==> src/rtl/warning_annunciator.sv <==
`default_nettype none
// ============================================================================
// Module      : warning_annunciator
// Description : Turns the warning flags from the safety logic into timed
//               driver feedback: chime pattern, warning lamp, fault code and
//               a qualified start enable. Sources are ranked by severity
//               (PRI1: battery/airbag/temp, PRI2: seat/door/chime_req) and a
//               driver acknowledge silences PRI2 warnings.
// Ports       : clk          - system clock
//               rst_n        - asynchronous active-low reset
//               bat_warn     - battery fault (PRI1)
//               airbag_warn  - airbag fault (PRI1)
//               temp_warn    - temperature fault (PRI1)
//               seat_warn    - seatbelt warning (PRI2)
//               door_warn    - door warning (PRI2)
//               chime_req    - door-open-with-key chime request (PRI2)
//               start_permit - start permission from safety logic
//               ack_btn      - driver acknowledge button (level)
//               chime        - chime drive
//               lamp         - warning lamp drive
//               start_en     - qualified start enable
//               fault_code   - 0 none,1 bat,2 airbag,3 temp,4 seat,5 door
//               state_o      - 0 IDLE, 1 PRI1, 2 PRI2, 3 ACKED
// Options     : ANNUNC_ESCALATE_EN - an unacknowledged PRI2 warning escalates
//               to a PRI1-style alert after ESC_TICKS pattern ticks.
// Revision    : 1.0 - initial release
// ============================================================================
module warning_annunciator #(
  parameter int TICK_DIV  = 100000,
  parameter int BEEP_ON   = 5,
  parameter int BEEP_OFF  = 5,
  parameter int ESC_TICKS = 200
) (
  input  logic       clk,
  input  logic       rst_n,
  input  logic       bat_warn,
  input  logic       airbag_warn,
  input  logic       temp_warn,
  input  logic       seat_warn,
  input  logic       door_warn,
  input  logic       chime_req,
  input  logic       start_permit,
  input  logic       ack_btn,
  output logic       chime,
  output logic       lamp,
  output logic       start_en,
  output logic [2:0] fault_code,
  output logic [1:0] state_o
);

  localparam int TICK_W = (TICK_DIV > 2) ? $clog2(TICK_DIV) : 1;
  localparam int PERIOD = BEEP_ON + BEEP_OFF;
  localparam int PAT_W  = (PERIOD > 2) ? $clog2(PERIOD) : 1;

  localparam logic [TICK_W-1:0] TICK_LAST = TICK_W'(TICK_DIV - 1);
  localparam logic [PAT_W-1:0]  PAT_LAST  = PAT_W'(PERIOD - 1);
  localparam logic [PAT_W-1:0]  PAT_ON    = PAT_W'(BEEP_ON);

  localparam logic [2:0] ST_IDLE  = 3'd0;
  localparam logic [2:0] ST_PRI1  = 3'd1;
  localparam logic [2:0] ST_PRI2  = 3'd2;
  localparam logic [2:0] ST_ACKED = 3'd3;
`ifdef ANNUNC_ESCALATE_EN
  localparam logic [2:0] ST_ESC   = 3'd4;
`endif

  // Elaboration-time sanity checks on the configuration.
  if (TICK_DIV < 2) begin : g_chk_tick_div
    $error("warning_annunciator: TICK_DIV must be >= 2");
  end
  if (BEEP_ON < 1 || BEEP_OFF < 1) begin : g_chk_beep
    $error("warning_annunciator: BEEP_ON and BEEP_OFF must be >= 1");
  end
  if (ESC_TICKS < 1) begin : g_chk_esc
    $error("warning_annunciator: ESC_TICKS must be >= 1");
  end

  // --------------------------------------------------------------------------
  // Input synchroniser (2 flops on every asynchronous input)
  // --------------------------------------------------------------------------
  logic [7:0] w_async_in;
  logic [7:0] r_sync1;
  logic [7:0] r_sync2;

  assign w_async_in = {ack_btn, start_permit, chime_req, door_warn,
                       seat_warn, temp_warn, airbag_warn, bat_warn};

  always_ff @(posedge clk or negedge rst_n) begin
    if (!rst_n) begin
      r_sync1 <= '0;
      r_sync2 <= '0;
    end else begin
      r_sync1 <= w_async_in;
      r_sync2 <= r_sync1;
    end
  end

  logic       w_bat, w_airbag, w_temp, w_seat, w_door_any;
  logic       w_pri1, w_pri2, w_permit, w_ack;
  logic [2:0] w_pri2_vec;

  assign w_bat      = r_sync2[0];
  assign w_airbag   = r_sync2[1];
  assign w_temp     = r_sync2[2];
  assign w_seat     = r_sync2[3];
  assign w_door_any = r_sync2[4] | r_sync2[5];  // chime_req reports as door
  assign w_pri2_vec = r_sync2[5:3];
  assign w_permit   = r_sync2[6];
  assign w_ack      = r_sync2[7];
  assign w_pri1     = |r_sync2[2:0];
  assign w_pri2     = |w_pri2_vec;

  // Edge detector: the previous sample tracks the button in every state, so a
  // button held across a state change never produces a second acknowledge.
  logic r_ack_d;
  logic w_ack_rise;

  always_ff @(posedge clk or negedge rst_n) begin
    if (!rst_n) r_ack_d <= 1'b0;
    else        r_ack_d <= w_ack;
  end

  assign w_ack_rise = w_ack & ~r_ack_d;

  // --------------------------------------------------------------------------
  // Free-running tick generator
  // --------------------------------------------------------------------------
  logic [TICK_W-1:0] r_tick_cnt;
  logic              w_tick;

  assign w_tick = (r_tick_cnt == TICK_LAST);

  always_ff @(posedge clk or negedge rst_n) begin
    if (!rst_n)      r_tick_cnt <= '0;
    else if (w_tick) r_tick_cnt <= '0;
    else             r_tick_cnt <= r_tick_cnt + TICK_W'(1);
  end

  // --------------------------------------------------------------------------
  // Escalation counter (only in the escalating build)
  // --------------------------------------------------------------------------
`ifdef ANNUNC_ESCALATE_EN
  localparam int ESC_W = $clog2(ESC_TICKS + 1);
  localparam logic [ESC_W-1:0] ESC_LAST = ESC_W'(ESC_TICKS - 1);

  logic [2:0]       r_state;
  logic [ESC_W-1:0] r_esc_cnt;
  logic             w_esc_hit;

  // Fires on the tick that completes ESC_TICKS ticks spent in PRI2.
  assign w_esc_hit = (r_state == ST_PRI2) && w_tick && (r_esc_cnt == ESC_LAST);

  always_ff @(posedge clk or negedge rst_n) begin
    if (!rst_n)                    r_esc_cnt <= '0;
    else if (r_state != ST_PRI2)   r_esc_cnt <= '0;
    else if (w_tick && r_esc_cnt != ESC_LAST)
                                   r_esc_cnt <= r_esc_cnt + ESC_W'(1);
  end
`else
  logic [2:0] r_state;
`endif

  // --------------------------------------------------------------------------
  // FSM: state register
  // --------------------------------------------------------------------------
  logic [2:0] w_state_next;
  logic [2:0] r_mask;
  logic [2:0] w_mask_next;

  always_ff @(posedge clk or negedge rst_n) begin
    if (!rst_n) begin
      r_state <= ST_IDLE;
      r_mask  <= '0;
    end else begin
      r_state <= w_state_next;
      r_mask  <= w_mask_next;
    end
  end

  // --------------------------------------------------------------------------
  // FSM: next-state logic. PRI1 is checked first everywhere so it wins over
  // a same-cycle acknowledge or PRI2 onset.
  // --------------------------------------------------------------------------
  always_comb begin
    w_state_next = r_state;
    case (r_state)
      ST_IDLE: begin
        if (w_pri1)      w_state_next = ST_PRI1;
        else if (w_pri2) w_state_next = ST_PRI2;
      end
      ST_PRI1: begin
        if (!w_pri1) w_state_next = w_pri2 ? ST_PRI2 : ST_IDLE;
      end
      ST_PRI2: begin
        if (w_pri1)          w_state_next = ST_PRI1;
        else if (!w_pri2)    w_state_next = ST_IDLE;
        else if (w_ack_rise) w_state_next = ST_ACKED;
`ifdef ANNUNC_ESCALATE_EN
        else if (w_esc_hit)  w_state_next = ST_ESC;
`endif
      end
      ST_ACKED: begin
        if (w_pri1)                          w_state_next = ST_PRI1;
        else if (!w_pri2)                    w_state_next = ST_IDLE;
        else if (|(w_pri2_vec & ~r_mask))    w_state_next = ST_PRI2;
      end
`ifdef ANNUNC_ESCALATE_EN
      ST_ESC: begin
        if (w_pri1)       w_state_next = ST_PRI1;
        else if (!w_pri2) w_state_next = ST_IDLE;
      end
`endif
      default: w_state_next = ST_IDLE;
    endcase
  end

  // The mask only has meaning while ACKED: it is captured on the PRI2->ACKED
  // acknowledge and cleared on any exit.
  always_comb begin
    w_mask_next = '0;
    if (w_state_next == ST_ACKED)
      w_mask_next = (r_state == ST_PRI2) ? w_pri2_vec : r_mask;
  end

  // --------------------------------------------------------------------------
  // Pattern counter: restarts in the ON phase on every state change.
  // --------------------------------------------------------------------------
  logic [PAT_W-1:0] r_pat;
  logic [PAT_W-1:0] w_pat_next;
  logic             w_phase_on;

  always_comb begin
    w_pat_next = r_pat;
    if (w_state_next != r_state) w_pat_next = '0;
    else if (w_tick)             w_pat_next = (r_pat == PAT_LAST) ? '0 : r_pat + PAT_W'(1);
  end

  assign w_phase_on = (w_pat_next < PAT_ON);

  always_ff @(posedge clk or negedge rst_n) begin
    if (!rst_n) r_pat <= '0;
    else        r_pat <= w_pat_next;
  end

  // --------------------------------------------------------------------------
  // FSM: output logic. Outputs are decoded from the next state so that the
  // registered outputs change on the same edge as the state register.
  // --------------------------------------------------------------------------
  logic       w_chime_next;
  logic       w_lamp_next;
  logic       w_start_next;
  logic [1:0] w_state_o_next;
  logic [2:0] w_code_next;

  always_comb begin
    w_chime_next   = 1'b0;
    w_lamp_next    = 1'b0;
    w_state_o_next = 2'd0;
    case (w_state_next)
      ST_PRI1: begin
        w_chime_next   = w_phase_on;
        w_lamp_next    = 1'b1;
        w_state_o_next = 2'd1;
      end
      ST_PRI2: begin
        w_chime_next   = w_phase_on;
        w_lamp_next    = w_phase_on;
        w_state_o_next = 2'd2;
      end
      ST_ACKED: begin
        w_lamp_next    = 1'b1;
        w_state_o_next = 2'd3;
      end
`ifdef ANNUNC_ESCALATE_EN
      ST_ESC: begin
        w_chime_next   = w_phase_on;
        w_lamp_next    = 1'b1;
        w_state_o_next = 2'd1;
      end
`endif
      default: ;
    endcase

    w_start_next = w_permit && (w_state_o_next != 2'd1);

    if (w_bat)           w_code_next = 3'd1;
    else if (w_airbag)   w_code_next = 3'd2;
    else if (w_temp)     w_code_next = 3'd3;
    else if (w_seat)     w_code_next = 3'd4;
    else if (w_door_any) w_code_next = 3'd5;
    else                 w_code_next = 3'd0;
  end

  always_ff @(posedge clk or negedge rst_n) begin
    if (!rst_n) begin
      chime      <= 1'b0;
      lamp       <= 1'b0;
      start_en   <= 1'b0;
      fault_code <= 3'd0;
      state_o    <= 2'd0;
    end else begin
      chime      <= w_chime_next;
      lamp       <= w_lamp_next;
      start_en   <= w_start_next;
      fault_code <= w_code_next;
      state_o    <= w_state_o_next;
    end
  end

endmodule
`default_nettype wire

==> config.mk <==
export PLATFORM = sky130hd
export DESIGN_NAME = warning_annunciator
export DESIGN_NICKNAME = d
export VERILOG_FILES = /design/src/rtl/warning_annunciator.sv
export SDC_FILE = /design/constraint.sdc
export NUM_CORES = 1
export LEC_CHECK = 0
export ABC_AREA = 1
export BUFFER_PORTS_ARGS = -buffer_cell sky130_fd_sc_hd__buf_2
export CAP_MARGIN = 15
export CORE_ASPECT_RATIO = 1.75
export CORE_MARGIN = 5
export CORE_UTILIZATION = 55
export CTS_CLUSTER_DIAMETER = 200
export DETAILED_ROUTE_END_ITERATION = 6
export GPL_TIMING_DRIVEN = 0
export PLACE_DENSITY = 0.72
export SYNTH_ARGS = -nofsm -noshare
export SYNTH_HDL_FRONTEND = slang
export SYNTH_SLANG_ARGS = --single-unit
==> constraint.sdc <==
create_clock -name clk -period 3 [get_ports clk]
set_input_delay 0.45 -clock clk [delete_from_list [all_inputs] [get_ports clk]]
set_output_delay 0.45 -clock clk [all_outputs]
set_load 0.01 [all_outputs]
# == After elaboration in Yosys (flattened, before gate mapping) ==
# Index checks and enable logic that the tools add are counted.
# Widths: inputs -> output; s select.
# word_totals
register_bits,52
output_inout_bits,8
elab_cells,63
# op_classes
addsub,2
magnitude_cmp,1
eq_ne,11
muxes,25
n_bitwise,5
n_reduce_logical,7
# op_table
op,count
$mux 3,16
$add 17x1->17 const B,1
$eq 17x17->1 const B,1
$mux 17,1
$eq 3x2->1 const B,4
$mux 4,3
$pmux 3 s4,1
$reduce_or 3->1,3
$eq 3x1->1 const B,2
$pmux 2 s3,1
$add 4x1->4 const B,1
$eq 4x4->1 const B,1
$lt 4x3->1 const B,1
$ne 2x1->1 const B,2
$reduce_or 2->1,2
$and 3x3->3,1
$logic_not 3->1,1
$ne 3x3->1,1
$not 3->3,1
$mux 2,1
$pmux 1 s2,1
$and 1x1->1,1
$logic_and 1x1->1,1
$mux 1,1
other kinds (2),2

# == Logic depth before layout (Yosys ltp) ==
# logic_depth
word_depth,11
ltp_mapped,12
mapped_depth_nobuf,12

# == Worst setup path before layout ==
# OpenSTA, ideal clock, no wires.
# synth_path
kind,register to register
startpoint,register r_tick_cnt[0]
endpoint,register lamp
setup_time_ps,117
t_arrival_ps,1332
t_required_ps,2883
slack_ps,1551
stages_incl_launch_ff,13
n_path_buf,0
synth_period_minus_slack_ps,1449
path_cell_list,dfrtp_1 > ha_1 > nand2_1 > inv_2 > nand2_1 > nor2_1 > nand3_1 > nand2_1 > nand2_1 > inv_1 > o211ai_2 > nand3_1 > nand2_1
# synth_via
elab_chain_len,5
# synth_lines
element,line_no,source
"start, declared",128,logic [TICK_W-1:0] r_tick_cnt;
"start signal, assigned",136,else r_tick_cnt <= r_tick_cnt + TICK_W'(1);
$eq 17x17->1,131,assign w_tick = (r_tick_cnt == TICK_LAST);
$mux 4,235,else if (w_tick) w_pat_next = (r_pat == PAT_LAST) ? '0 : r_pat + PAT_W'(1);
$mux 4,234,if (w_state_next != r_state) w_pat_next = '0;
$lt 4x3->1,238,assign w_phase_on = (w_pat_next < PAT_ON);
$pmux 1 s2,259,case (w_state_next)
named net w_lamp_next,250,logic w_lamp_next;
"end signal, assigned",303,lamp <= w_lamp_next;
"end, declared",45,"output logic lamp,"
# The timed path passes the listed nets, and every way through them passes these cells.
# A chain may end at the register's enable or synchronous reset.

# == Final worst setup path ==
# Same ends and word-level chain as after synthesis.

==> results.py <==
metrics = {
    "status": {
        "status": "complete, no violations",
    },
    "power": {
        "power_density_nw_per_um2": 489,
        "ir_drop_v": 0.000405,
        "p_leak_uw": 0.00133,
    },
    "worst_setup_path": {
        "cpPeakStageDelay_ns": 0.38,
        "cp_common_cell": "nand2_1",
        "crit_slowest_cell": "dfrtp_1",
        "crit_chain": "ha_1 -> nand2_1 -> inv_2 -> nand2_1 -> nor2_1 -> nand3_1 -> nand2_1 -> nand2_1 -> inv_1 -> o211ai_2 -> nand3_1 -> nand2_1",
        "path_class": "flip-flop to flip-flop",
        "cp.arrival_ns": 1.88,
        "start_kind": "flip-flop",
        "cp.required_ns": 3.20,
        "endpoint_kind": "flip-flop",
        "worstPathMaxFanout": 3,
    },
    "logic_synthesis": {
        "syn_area_um2": 2340,
        "yosysWarningCount": 0,
        "synth.top_cells.by_count": "dfrtp_1, nand2_1, inv_1",
        "synthSimpleGateAreaFrac_pct": 26.8,
        "synth.most_common_cell": "dfrtp_1",
        "yosys.area.top_type": "dfrtp_1",
        "synth_top_area_share_pct": 55.6,
        "syn-num-nets": 279,
        "synth_top_family_by_area": "simple AND/OR/NAND/NOR gates",
        "synth_adder_area_share_pct": 1.60,
        "async_flop_share_pct": 100,
        "synth_xor_area_share_pct": 1.12,
        "ys_types": 29,
        "synth_ff_type": "dfrtp_1",
        "synthMuxAreaShare_pct": 0,
        "synth.area.top_cells": "dfrtp_1, nand2_1, inv_1",
        "seq_area_frac_synth_pct": 55.6,
        "avgSynthCellArea_um2": 8.80,
        "netlist_instances": 266,
        "synth_edf_count": 0,
        "ys_seq_elements": 52,
        "synth-compound-area-share_pct": 6.52,
    },
    "clock_network": {
        "clk_pin_slew_ns": 0.09,
        "cts_setup_buffers": 0,
        "cts_buffers": 5,
        "cts_tree": "yes",
        "clock_latency_ns": 0.30,
        "ctsResizeCount": 0,
        "clkSinkCount": 52,
        "cts_root_buffer": "clkbuf_8",
        "h-tree-depth": 2,
        "cts_buffer_depth": 2,
        "cts-hold-fix-buffers": 0,
    },
    "detailed_routing": {
        "routed_wirelength_um": 4070,
        "drt-met1-wl_um": 1540,
        "avgViaCountPerCell": 5.19,
        "vias": 1770,
        "route.met2.wl_um": 2240,
        "top_layer_used": "met4",
        "post-route-drc-count": 0,
        "wl_per_cell_um": 11.9,
        "first_pass_iters": 4,
        "drtIter0Drc": 80,
        "antenna_left": 0,
        "wl_met3_um": 126,
    },
    "timing": {
        "min_period_ns": 1.68,
        "finClkSkew_ns": 0.00324,
        "fin_setup_tns_ns": 0,
        "hold_violations": 0,
        "finalSetupViolCount": 0,
        "fmax_mhz": 596,
        "period_share_pct": 55.9,
        "slew_violations": 0,
        "layout_setup_ws_ns": 1.32,
        "rsz0062_at_grt": "no",
    },
    "grt": {
        "grt.total_usage_pct": 16.7,
        "grt_max_degree": 53,
        "overflow": 0,
        "grt_pass1_vias": 1686,
        "antenna_found_initial": 0,
        "grt_pass1_wl_um": 7070,
    },
    "layout": {
        "fin_util_pct": 63.2,
        "drive_gt1_share_pct": 20.9,
        "area_growth_pct": 12.0,
        "fin_nets": 304,
        "antenna_cells": 0,
    },
    "worst_hold_path": {
        "hold_path.class": "input pin to asynchronous set/reset pin",
    },
    "die": {
        "die_y_um": 96.3,
        "core_um2": 4150,
        "die_w_um": 59.3,
        "start_util_pct": 56.4,
        "pin_count": 18,
        "rows": 31,
        "dieArea_um2": 5710,
    },
    "place": {
        "gp_congestion": 0.862,
        "pre_cts_ws_ns": 1.30,
        "io_buffers": 17,
        "hpwlAfterDp_um": 3010,
    },
    "job": {
        "drv_cap": 0,
    },
}
-- stage by stage --
step	cells	hold slack (ns)	area, µm²	power (µW)
5_1_grt	341	0.0794	2620	1340
3_3_place_gp	332	0.332	2490	808
2_1_floorplan	266	0.154	2340	775
6_report	341	0.0636	2620	1280
3_5_place_dp	332	0.335	2490	810
4_1_cts	340	0.231	2600	1300
-- layout make-up --
class                           instances  area (µm²)
Clock inverter                          3        46.3
Sequential cell                        52        1300
Multi-Input combinational cell        163         847
Inverter                               51         191
Tap cell                               49        61.3
Clock buffer                            5        68.8
Fill cell                             366        1530
Timing Repair Buffer                   18         105
-- critical path, delay by kind of cell, from the launching register on --
family,cells,cell delay (ns)
buffers and inverters,2,0.14
adder cells (fa/ha/maj),1,0.18
AO/OA/AOI/OAI,1,0.09
AND/OR/NAND/NOR,8,0.81
flip-flops,1,0.38
-- cells in the final DEF (no fill, tap or decap), types with 4 or more instances in the layout --
cell type / instances
dfrtp_1: 52
nand2_1: 46
inv_1: 41
nor2_1: 25
nand3_1: 18
buf_2: 17
a21oi_1: 11
nand2_2: 10
nor2_2: 9
nand4_1: 9
inv_2: 8
o21ai_0: 6
clkbuf_8: 5
nor3_1: 4
-- state kept, by name (all words and copies together), names as in the netlist --
| signal | cells |
|---|---|
| lamp | 1 |
| chime | 1 |
| r_sync1 | 8 |
| state_o | 2 |
| r_pat | 4 |
| r_state | 3 |
| r_mask | 3 |
| r_tick_cnt | 17 |
| fault_code | 3 |
| r_ack_d | 1 |
| start_en | 1 |
| r_sync2 | 8 |
-- report_power, final --
group          switching (µW)  leakage, µW  total (µW)  internal, µW
combinational            45.2     0.000623        67.6          22.4
sequential               8.70     0.000655         729           720
clock                     233    0.0000548         484           251
-- path summary, 6_finish.rpt --
| path | from | end | slack, ns | cells past startpoint |
|---|---|---|---|---|
| worst max-delay path | r_tick_cnt[0] | lamp | 1.32 | 12 |
| worst min-delay path | rst_n | fault_code[0] | 0.06 | 1 |
| worst max register to register | r_tick_cnt[0] | lamp | 1.32 | 12 |
| worst min register to register | r_sync1[1] | r_sync2[1] | 0.35 | 0 |
| max in group asynchronous | rst_n | lamp | 2.43 | 2 |
| min in group clk | start_permit | r_sync1[6] | 0.25 | 1 |
-- logic make-up after synthesis --
group,after synthesis
buf+inv,51
flops,52
other cells,1
xor+xnor,3
fa+ha+maj,3
simple gates,130
compound gates,26
-- layer usage --
layer | up-vias | track usage, %
met5 | - | 0
met4 | 0 | 10.0
met3 | 16 | 3.36
met2 | 38 | 29.7
met1 | 831 | 17.5
li1 | 885 | -
(Power assumes the default switching activity.)
